File: src/rtl/hex_word_tx_seq.sv
// hex_word_tx_seq: streams a captured word to a UART TX as uppercase ASCII hex,
// MSB nibble first, optionally followed by CR LF. Owns the TX start/busy handshake.
module hex_word_tx_seq #(
  parameter int unsigned NIBBLES     = 8,
  parameter int unsigned ADD_CRLF    = 1,
  parameter int unsigned ACK_TIMEOUT = 16
) (
  input  logic                 CLK,
  input  logic                 RST,
  input  logic [4*NIBBLES-1:0] DATA,
  input  logic                 START,
  output logic                 READY,
  output logic                 DONE,
  output logic                 ERR,
  output logic [7:0]           TX_DATA,
  output logic                 TX_START,
  input  logic                 TX_BUSY
);

  localparam int unsigned DW  = 4 * NIBBLES;
  localparam int unsigned LEN = NIBBLES + ((ADD_CRLF != 0) ? 2 : 0);
  localparam int unsigned IW  = $clog2(LEN + 1);
  localparam int unsigned TW  = $clog2(ACK_TIMEOUT + 1);

  localparam logic [IW-1:0] NIB_I   = IW'(NIBBLES);
  localparam logic [IW-1:0] LAST_I  = IW'(LEN - 1);
  localparam logic [TW-1:0] TO_LAST = TW'(ACK_TIMEOUT - 1);

  typedef enum logic [1:0] {IDLE, SEND, WAIT_ACK, WAIT_DONE} state_t;

  state_t        state, state_n;
  logic [IW-1:0] idx, idx_n;
  logic [DW-1:0] word, word_n;
  logic [TW-1:0] tcnt, tcnt_n;
  logic          done_n, err_n, txs_n;
  logic [7:0]    txd_n;
  logic [3:0]    nib;
  logic [7:0]    ch;

  assign READY = (state == IDLE);

  // Character for the current index: top nibble of the shifted word, then CR, LF.
  always_comb begin
    nib = word[DW-1 -: 4];
    ch  = 8'h0A;
    if (idx < NIB_I) begin
      ch = (nib < 4'd10) ? {4'h3, nib} : (8'h37 + {4'h0, nib});
    end else if (idx == NIB_I) begin
      ch = 8'h0D;
    end
  end

  // Next-state and next-output logic; TX_START and DONE default low so they pulse.
  always_comb begin
    state_n = state;
    idx_n   = idx;
    word_n  = word;
    tcnt_n  = tcnt;
    done_n  = 1'b0;
    err_n   = ERR;
    txd_n   = TX_DATA;
    txs_n   = 1'b0;
    case (state)
      IDLE: begin
        if (START) begin
          word_n  = DATA;
          idx_n   = '0;
          err_n   = 1'b0;
          state_n = SEND;
        end
      end
      SEND: begin
        if (!TX_BUSY) begin
          txd_n   = ch;
          txs_n   = 1'b1;
          tcnt_n  = '0;
          state_n = WAIT_ACK;
        end
      end
      WAIT_ACK: begin
        if (TX_BUSY) begin
          state_n = WAIT_DONE;
        end else if (tcnt == TO_LAST) begin
          err_n   = 1'b1;
          state_n = IDLE;
        end else begin
          tcnt_n = tcnt + TW'(1);
        end
      end
      WAIT_DONE: begin
        if (!TX_BUSY) begin
          if (idx == LAST_I) begin
            done_n  = 1'b1;
            state_n = IDLE;
          end else begin
            idx_n   = idx + IW'(1);
            word_n  = word << 4;
            state_n = SEND;
          end
        end
      end
      default: state_n = IDLE;
    endcase
  end

  // State and registered outputs, cleared asynchronously so a reset abandons the frame at once.
  always_ff @(posedge CLK or posedge RST) begin
    if (RST) begin
      state    <= IDLE;
      idx      <= '0;
      word     <= '0;
      tcnt     <= '0;
      DONE     <= 1'b0;
      ERR      <= 1'b0;
      TX_DATA  <= '0;
      TX_START <= 1'b0;
    end else begin
      state    <= state_n;
      idx      <= idx_n;
      word     <= word_n;
      tcnt     <= tcnt_n;
      DONE     <= done_n;
      ERR      <= err_n;
      TX_DATA  <= txd_n;
      TX_START <= txs_n;
    end
  end

endmodule

File: config.mk
export PLATFORM = sky130hd
export DESIGN_NAME = hex_word_tx_seq
export DESIGN_NICKNAME = d
export VERILOG_FILES = /design/src/rtl/hex_word_tx_seq.sv
export SDC_FILE = /design/constraint.sdc
export NUM_CORES = 1
export LEC_CHECK = 0
export ABC_AREA = 1
export CELL_PAD_IN_SITES_DETAIL_PLACEMENT = 0
export CELL_PAD_IN_SITES_GLOBAL_PLACEMENT = 1
export CORE_MARGIN = 5
export CORE_UTILIZATION = 45
export DETAILED_ROUTE_END_ITERATION = 10
export DONT_BUFFER_PORTS = 1
export HOLD_SLACK_MARGIN = 0.1
export PLACE_DENSITY = 0.76
export SLEW_MARGIN = 15
export SYNTH_ARGS = -nofsm -noshare
export SYNTH_HDL_FRONTEND = slang
export SYNTH_SLANG_ARGS = --single-unit
File: constraint.sdc
create_clock -name CLK -period 1.8 [get_ports CLK]
set_input_delay 0.27 -clock CLK [delete_from_list [all_inputs] [get_ports CLK]]
set_output_delay 0.27 -clock CLK [all_outputs]
set_load 0.05 [all_outputs]
==> results.toml, run 1 <==
[pwr]
p_int_w = 0.002647
power_frac_seq = 0.471
ir_worst_vdd_uv = 717.1
power.share.clock = 0.137
leakagePower_nw = 1.616
power_density_nw_per_um2 = 1702
p_sw_frac = 0.4690
switchingPower_w = 0.002338
pwr-share-comb = 0.392

[flow_run]
maxCapViolations = 0

[clock_tree]
tritoncts = "yes"
clk_path_buf_depth = 2
cts_sinks = 53
cts_max_level = 2
cts_buffers = 5
clkLatencyLatePin_ps = 300
cts.clk_slew.worst_paths_ps = 90
clock-root-buffer = "clkbuf_8"

[global_routing]
track_usage = 0.1658
grt_overflow = 0
grt_pass1_wl_um = 10050
antenna_found_initial = 0
grt_max_degree = 41
grt_pass1_vias = 2178

[sta]
max_freq_mhz = 587.4
fin_crit_ps = 1702
finalCritPeriodShare = 0.9458
clock_skew_ps = 6.645
whs_ps = 111.3
setup_viol = 0
drv_slew = 0
fin_setup_tns_ps = 0
hold_violations = 0
rsz0062_at_grt = "no"

[synth]
ys_seq_area_frac = 0.4883
yosysWarnings = 0
synth_top_cell_by_area = "dfrtp_1"
synth_fp_nets = 415
synth_cells = 373
synthTopCellsByArea = "dfrtp_1 49%, nand2_1 30%, ha_1 2.8%, inv_1 2.8%, nand3_1 2.6%"
ys_types = 29
synth.avg_cell_area_um2 = 7.282
synthDominantCellAreaShare = 0.4883
netlist_area_um2 = 2716
ys_seq_elements = 53

[placed_design]
portBuffers = 0
dp_hpwl_um = 3870
gp_congestion = 0.8059
place_inst = 441

[detailed_routing]
drc = 0
wire_per_inst_um = 12.80
vias = 2164
detail-route-antenna-nets = 0
vias_per_cell = 4.767
drt-pass1-iter-count = 4
drt_iter0_drc = 102
routed_wl_um = 5811

[final_layout]
n_antenna_cell = 0
fillers = 604
stdcell_count = 454
drive_above_1_share = 0.06596
syn_to_final_growth_pct = 7.831
final_nets = 421

[floorplan]
row_count = 28
die_h_um = 87.70
die_x_um = 87.70
core-area_um2 = 5886
io_pins = 48
dieArea_um2 = 7690
start_util = 0.4615

[outcome]
outcome = "finished, final reports clean"

[hold_path]
worstHoldPathType = "input pin to flop"

[critical_path]
path_class = "flop to flop"
required_ps = 2050
start_kind = "flop"
cp-end-kind = "flop"
critPathMaxFanout = 6
crit_chain = "nor2_2, buf_4, nand3_1, dlygate4sd3_1, nand2_1"
cp_slowest_stage_delay_ps = 580
slowest_stage = "dlygate4sd3_1"
cp.buffers_inverters = 2
worstPathArrival_ps = 1950
critical_path.top_delay_family = "buffers and inverters"
## stage by stage
stage,setup slack [ps],cell area (um2),utilization,power (W)
floorplan,90.67,2716,-,0.003916
global placement,103.8,2779,0.4722,0.004273
detailed placement,88.45,2779,0.4722,0.004320
CTS,67.20,2905,0.4936,0.005035
global route,17.58,2929,0.4977,0.005498
finish,97.53,2929,0.4977,0.004985
## routing by layer
metal	vias up	routed length, um	track usage
met1	981	2786	0.2168
met5	-	0	0
met4	0	56	0.04603
met2	37	2738	0.2760
li1	1142	-	-
met3	4	229	0.03857
## cells in the final DEF, fill, tap and decap left out, drive strengths merged, types with 5 or more instances in the layout
cell type    count
a21oi            5
nand3           14
dlygate4sd3      5
inv             23
buf              7
clkbuf           7
o21ai           14
dfrtp           53
nand2          221
nor2            11
ha               6
## logic make-up (layout without fill, tap and decap cells)
family                     count (synthesis)  in the layout  share of synthesized area
and+or+nand+nor                          252            252                     0.3690
DFF                                       53             53                     0.4883
buffers and inverters                     36             42                    0.06080
AOI/OAI and AO/OA                         23             23                    0.04653
adders and majority gates                  6              6                    0.02764
xor gates and xnor gates                   2              2                   0.006450
other                                      1              1                   0.001381
## sequential cells by signal, summed over array words and instances, names as in the netlist
signal,flops
TX_START,1
tcnt,5
idx,4
ERR,1
DONE,1
TX_DATA,7
word,32
state,2
## worst register-to-register path: cells and delay by family, from the launching register on
family | cells | cell delay [ps]
AND/OR/NAND/NOR | 3 | 340
flip-flops | 1 | 490
buffers and inverters | 2 | 830
## area by class of cell
cell class                      instances  area (um2)  area share
Multi-Input combinational cell        284        1227      0.4191
Tap cell                               75       93.84     0.03204
Inverter                               23       88.84     0.03033
Clock buffer                            7       86.33     0.02947
Timing Repair Buffer                   12       106.4     0.03631
Sequential cell                        53        1326      0.4528
## final timing paths
path	cells after the start	slack, ps	endpoint	startpoint
setup / recovery	5	100	word[3]	state[0]
min in group asynchronous	2	320	word[4]	RST
hold / removal	2	110	word[2]	START
hold reg to reg	2	480	word[0]	word[0]
max in group asynchronous	3	900	word[12]	RST
setup reg to reg	5	100	word[3]	state[0]
## what timing repair did
item,in CTS,in global routing
endpoints found under the hold margin,17,1
resized for setup,0,2
buffers inserted,0,1
hold buffers,4,1
setup endpoints to repair,0,19
## power by group through the flow
stage	clock, W	combinational (W)	sequential (W)
after global routing	0.000763	0.00232	0.00242
after global placement	0	0.00191	0.00236
after CTS	0.000718	0.00196	0.00235
after detailed placement	0	0.00195	0.00237
after floorplan	0	0.00163	0.00228
final	0.000682	0.00195	0.00235
## Yosys cell counts (all sizes together)
| cell type | instances |
|---|---|
| nand2 | 221 |
| dfrtp | 53 |
| inv | 23 |
| nand3 | 14 |
| o21ai | 14 |
| nor2 | 11 |
| buf | 10 |
| ha | 6 |
| a21oi | 5 |
| clkbuf | 3 |
| nand3b | 2 |
| or2 | 2 |
| xor2 | 2 |
| a21boi | 1 |
| a2bb2oi | 1 |
| conb | 1 |
| nand4 | 1 |
| nor3 | 1 |
| o21a | 1 |
| o21bai | 1 |
No activity file was read; power rests on OpenSTA's default activity.
==> run 2, diff against run 1 <==
--- a/config.mk
+++ b/config.mk
@@ -14,6 +14,7 @@
 export DONT_BUFFER_PORTS = 1
 export HOLD_SLACK_MARGIN = 0.1
 export PLACE_DENSITY = 0.76
+export RECOVER_POWER = 50
 export SLEW_MARGIN = 15
 export SYNTH_ARGS = -nofsm -noshare
 export SYNTH_HDL_FRONTEND = slang
==> run 2 against run 1 <==
  * Global-route usage stayed put
  * Sequential share of layout area up 0.078 points
  * Core utilization shrank 0.085 points
  * Worst setup slack gained 9.9 ps
  * Count of clock-buffer cells in the layout is the same
  * Via count rose by 0.69%
  * First-iteration DRC count grew 14%
  * Wire length fell by 0.29%
  * Sequential cell count unchanged
  * Sequential power about the same
==> results.toml, run 2 (synthesized netlist as in run 1, its figures left out) <==
[outcome]
outcome = "finished, final reports clean"

[clock_tree]
cts_max_level = 2
cts_sinks = 53
clk_path_buf_depth = 2
cts.clk_slew.worst_paths_ps = 90
cts_buffers = 5
clock-root-buffer = "clkbuf_8"
tritoncts = "yes"
clkLatencyLatePin_ps = 300

[sta]
layout_setup_ws_ps = 107.4
fin_setup_tns_ps = 0
drv_slew = 0
whs_ps = 113.9
setup_viol = 0
finalCritPeriodShare = 0.9403
hold_violations = 0
max_freq_mhz = 590.8
clock_skew_ps = 6.145
slew_headroom = 0.5850
rsz0062_at_grt = "no"
fin_crit_ps = 1693
tightest_slew_ps = 622.4

[detailed_routing]
drc = 0
wire_per_inst_um = 12.76
drt-pass1-iter-count = 4
routed_wl_um = 5794
detail-route-antenna-nets = 0
vias = 2179
vias_per_cell = 4.800
drt_iter0_drc = 116

[floorplan]
start_util = 0.4615
row_count = 28
io_pins = 48
die_h_um = 87.70
dieArea_um2 = 7690
core-area_um2 = 5886
die_x_um = 87.70

[global_routing]
grt_pass1_wl_um = 10050
grt_overflow = 0
grt_max_degree = 41
track_usage = 0.1658
grt_pass1_vias = 2178
antenna_found_initial = 0

[pwr]
p_total_w = 0.004978
switchingPower_w = 0.002333
pwr-share-comb = 0.392
power_frac_seq = 0.472
p_sw_frac = 0.4686
power.share.clock = 0.136
power_density_nw_per_um2 = 1703
ir_worst_vdd_uv = 716.4
leakagePower_nw = 1.616
p_int_w = 0.002645

[critical_path]
critical_path.top_delay_family = "buffers and inverters"
critPathMaxFanout = 6
cp-end-kind = "flop"
start_kind = "flop"
path_class = "flop to flop"
slowest_stage = "dlygate4sd3_1"
cp.buffers_inverters = 2
worstPathArrival_ps = 1940
cp_slowest_stage_delay_ps = 570
crit_chain = "nor2_2, buf_4, nand3_1, dlygate4sd3_1, nand2_1"
required_ps = 2050

[final_layout]
mostFrequentLayoutCells = "217 x nand2_1, 53 x dfrtp_1, 20 x inv_1"
largest_reg_flops = 32
drive_above_1_share = 0.06332
final_common_cell = "nand2_1"
final_nets = 421
top_regs = "word: 32 flops, TX_DATA: 7 flops, tcnt: 5 flops"
regMostFlops = "word"
fillers = 606
postLayoutCellArea_um2 = 2924
n_antenna_cell = 0
syn_to_final_growth_pct = 7.646

[placed_design]
gp_congestion = 0.8059
portBuffers = 0
pre_cts_slack_ps = 88.45
dp_hpwl_um = 3870
placed_area_um2 = 2779

[hold_path]
worstHoldPathType = "input pin to flop"

[flow_run]
maxCapViolations = 0
## run 2: layer usage
metal / vias up / share of wire / wire length [um] / global-route usage
li1: 1145 / - / - / -
met1: 989 / 0.48 / 2782 / 0.2168
met2: 41 / 0.47 / 2717 / 0.2760
met3: 4 / 0.041 / 238 / 0.03857
met4: 0 / 0.0097 / 56 / 0.04603
met5: - / 0 / 0 / 0
## run 2: cell type report
type	instances	area, um2	share of cell area
Sequential cell	53	1326	0.4536
Multi-Input combinational cell	284	1227	0.4198
Timing Repair Buffer	12	101.3	0.03466
Tap cell	75	93.84	0.03209
Inverter	23	88.84	0.03038
Clock buffer	7	86.33	0.02953
## run 2: per-stage QoR
step	utilization	instances
after floorplan	-	373
after global placement	0.4722	441
after detailed placement	0.4722	441
after CTS	0.4936	452
after global routing	0.4968	454
final	0.4968	454
## run 2: repair_timing
| action | 4_1_cts | 5_1_grt |
|---|---|---|
| hold buffers | 4 | 1 |
| hold endpoints to repair | 17 | 1 |
| setup buffers | 0 | 1 |
| endpoints found under the setup margin | 0 | 19 |
| gates resized for setup | 0 | 2 |
## run 2: power groups by stage
stage          Combinational, W  Sequential (W)  Clock [W]
4_1_cts                 0.00196         0.00235   0.000718
2_1_floorplan           0.00163         0.00228          0
5_1_grt                 0.00232         0.00242   0.000763
6_report                0.00195         0.00235   0.000679
3_3_place_gp            0.00191         0.00236          0
3_5_place_dp            0.00195         0.00237          0
## run 2: worst paths after layout
| kind | start | end | slack (ps) | depth (start not counted) |
|---|---|---|---|---|
| max | state[0] | word[3] | 110 | 5 |
| min | START | word[2] | 110 | 2 |
| max reg2reg | state[0] | word[3] | 110 | 5 |
| min reg2reg | word[0] | word[0] | 480 | 2 |
| max in group asynchronous | RST | word[31] | 500 | 3 |
| min in group asynchronous | RST | word[4] | 370 | 2 |
==> run 3, diff against run 2 <==
--- a/config.mk
+++ b/config.mk
@@ -10,6 +10,7 @@
 export CELL_PAD_IN_SITES_GLOBAL_PLACEMENT = 1
 export CORE_MARGIN = 5
 export CORE_UTILIZATION = 45
+export CTS_CLUSTER_SIZE = 40
 export DETAILED_ROUTE_END_ITERATION = 10
 export DONT_BUFFER_PORTS = 1
 export HOLD_SLACK_MARGIN = 0.1
==> results of run 3 <==
The final DEF is identical to that of run 2; final timing and power are the same.
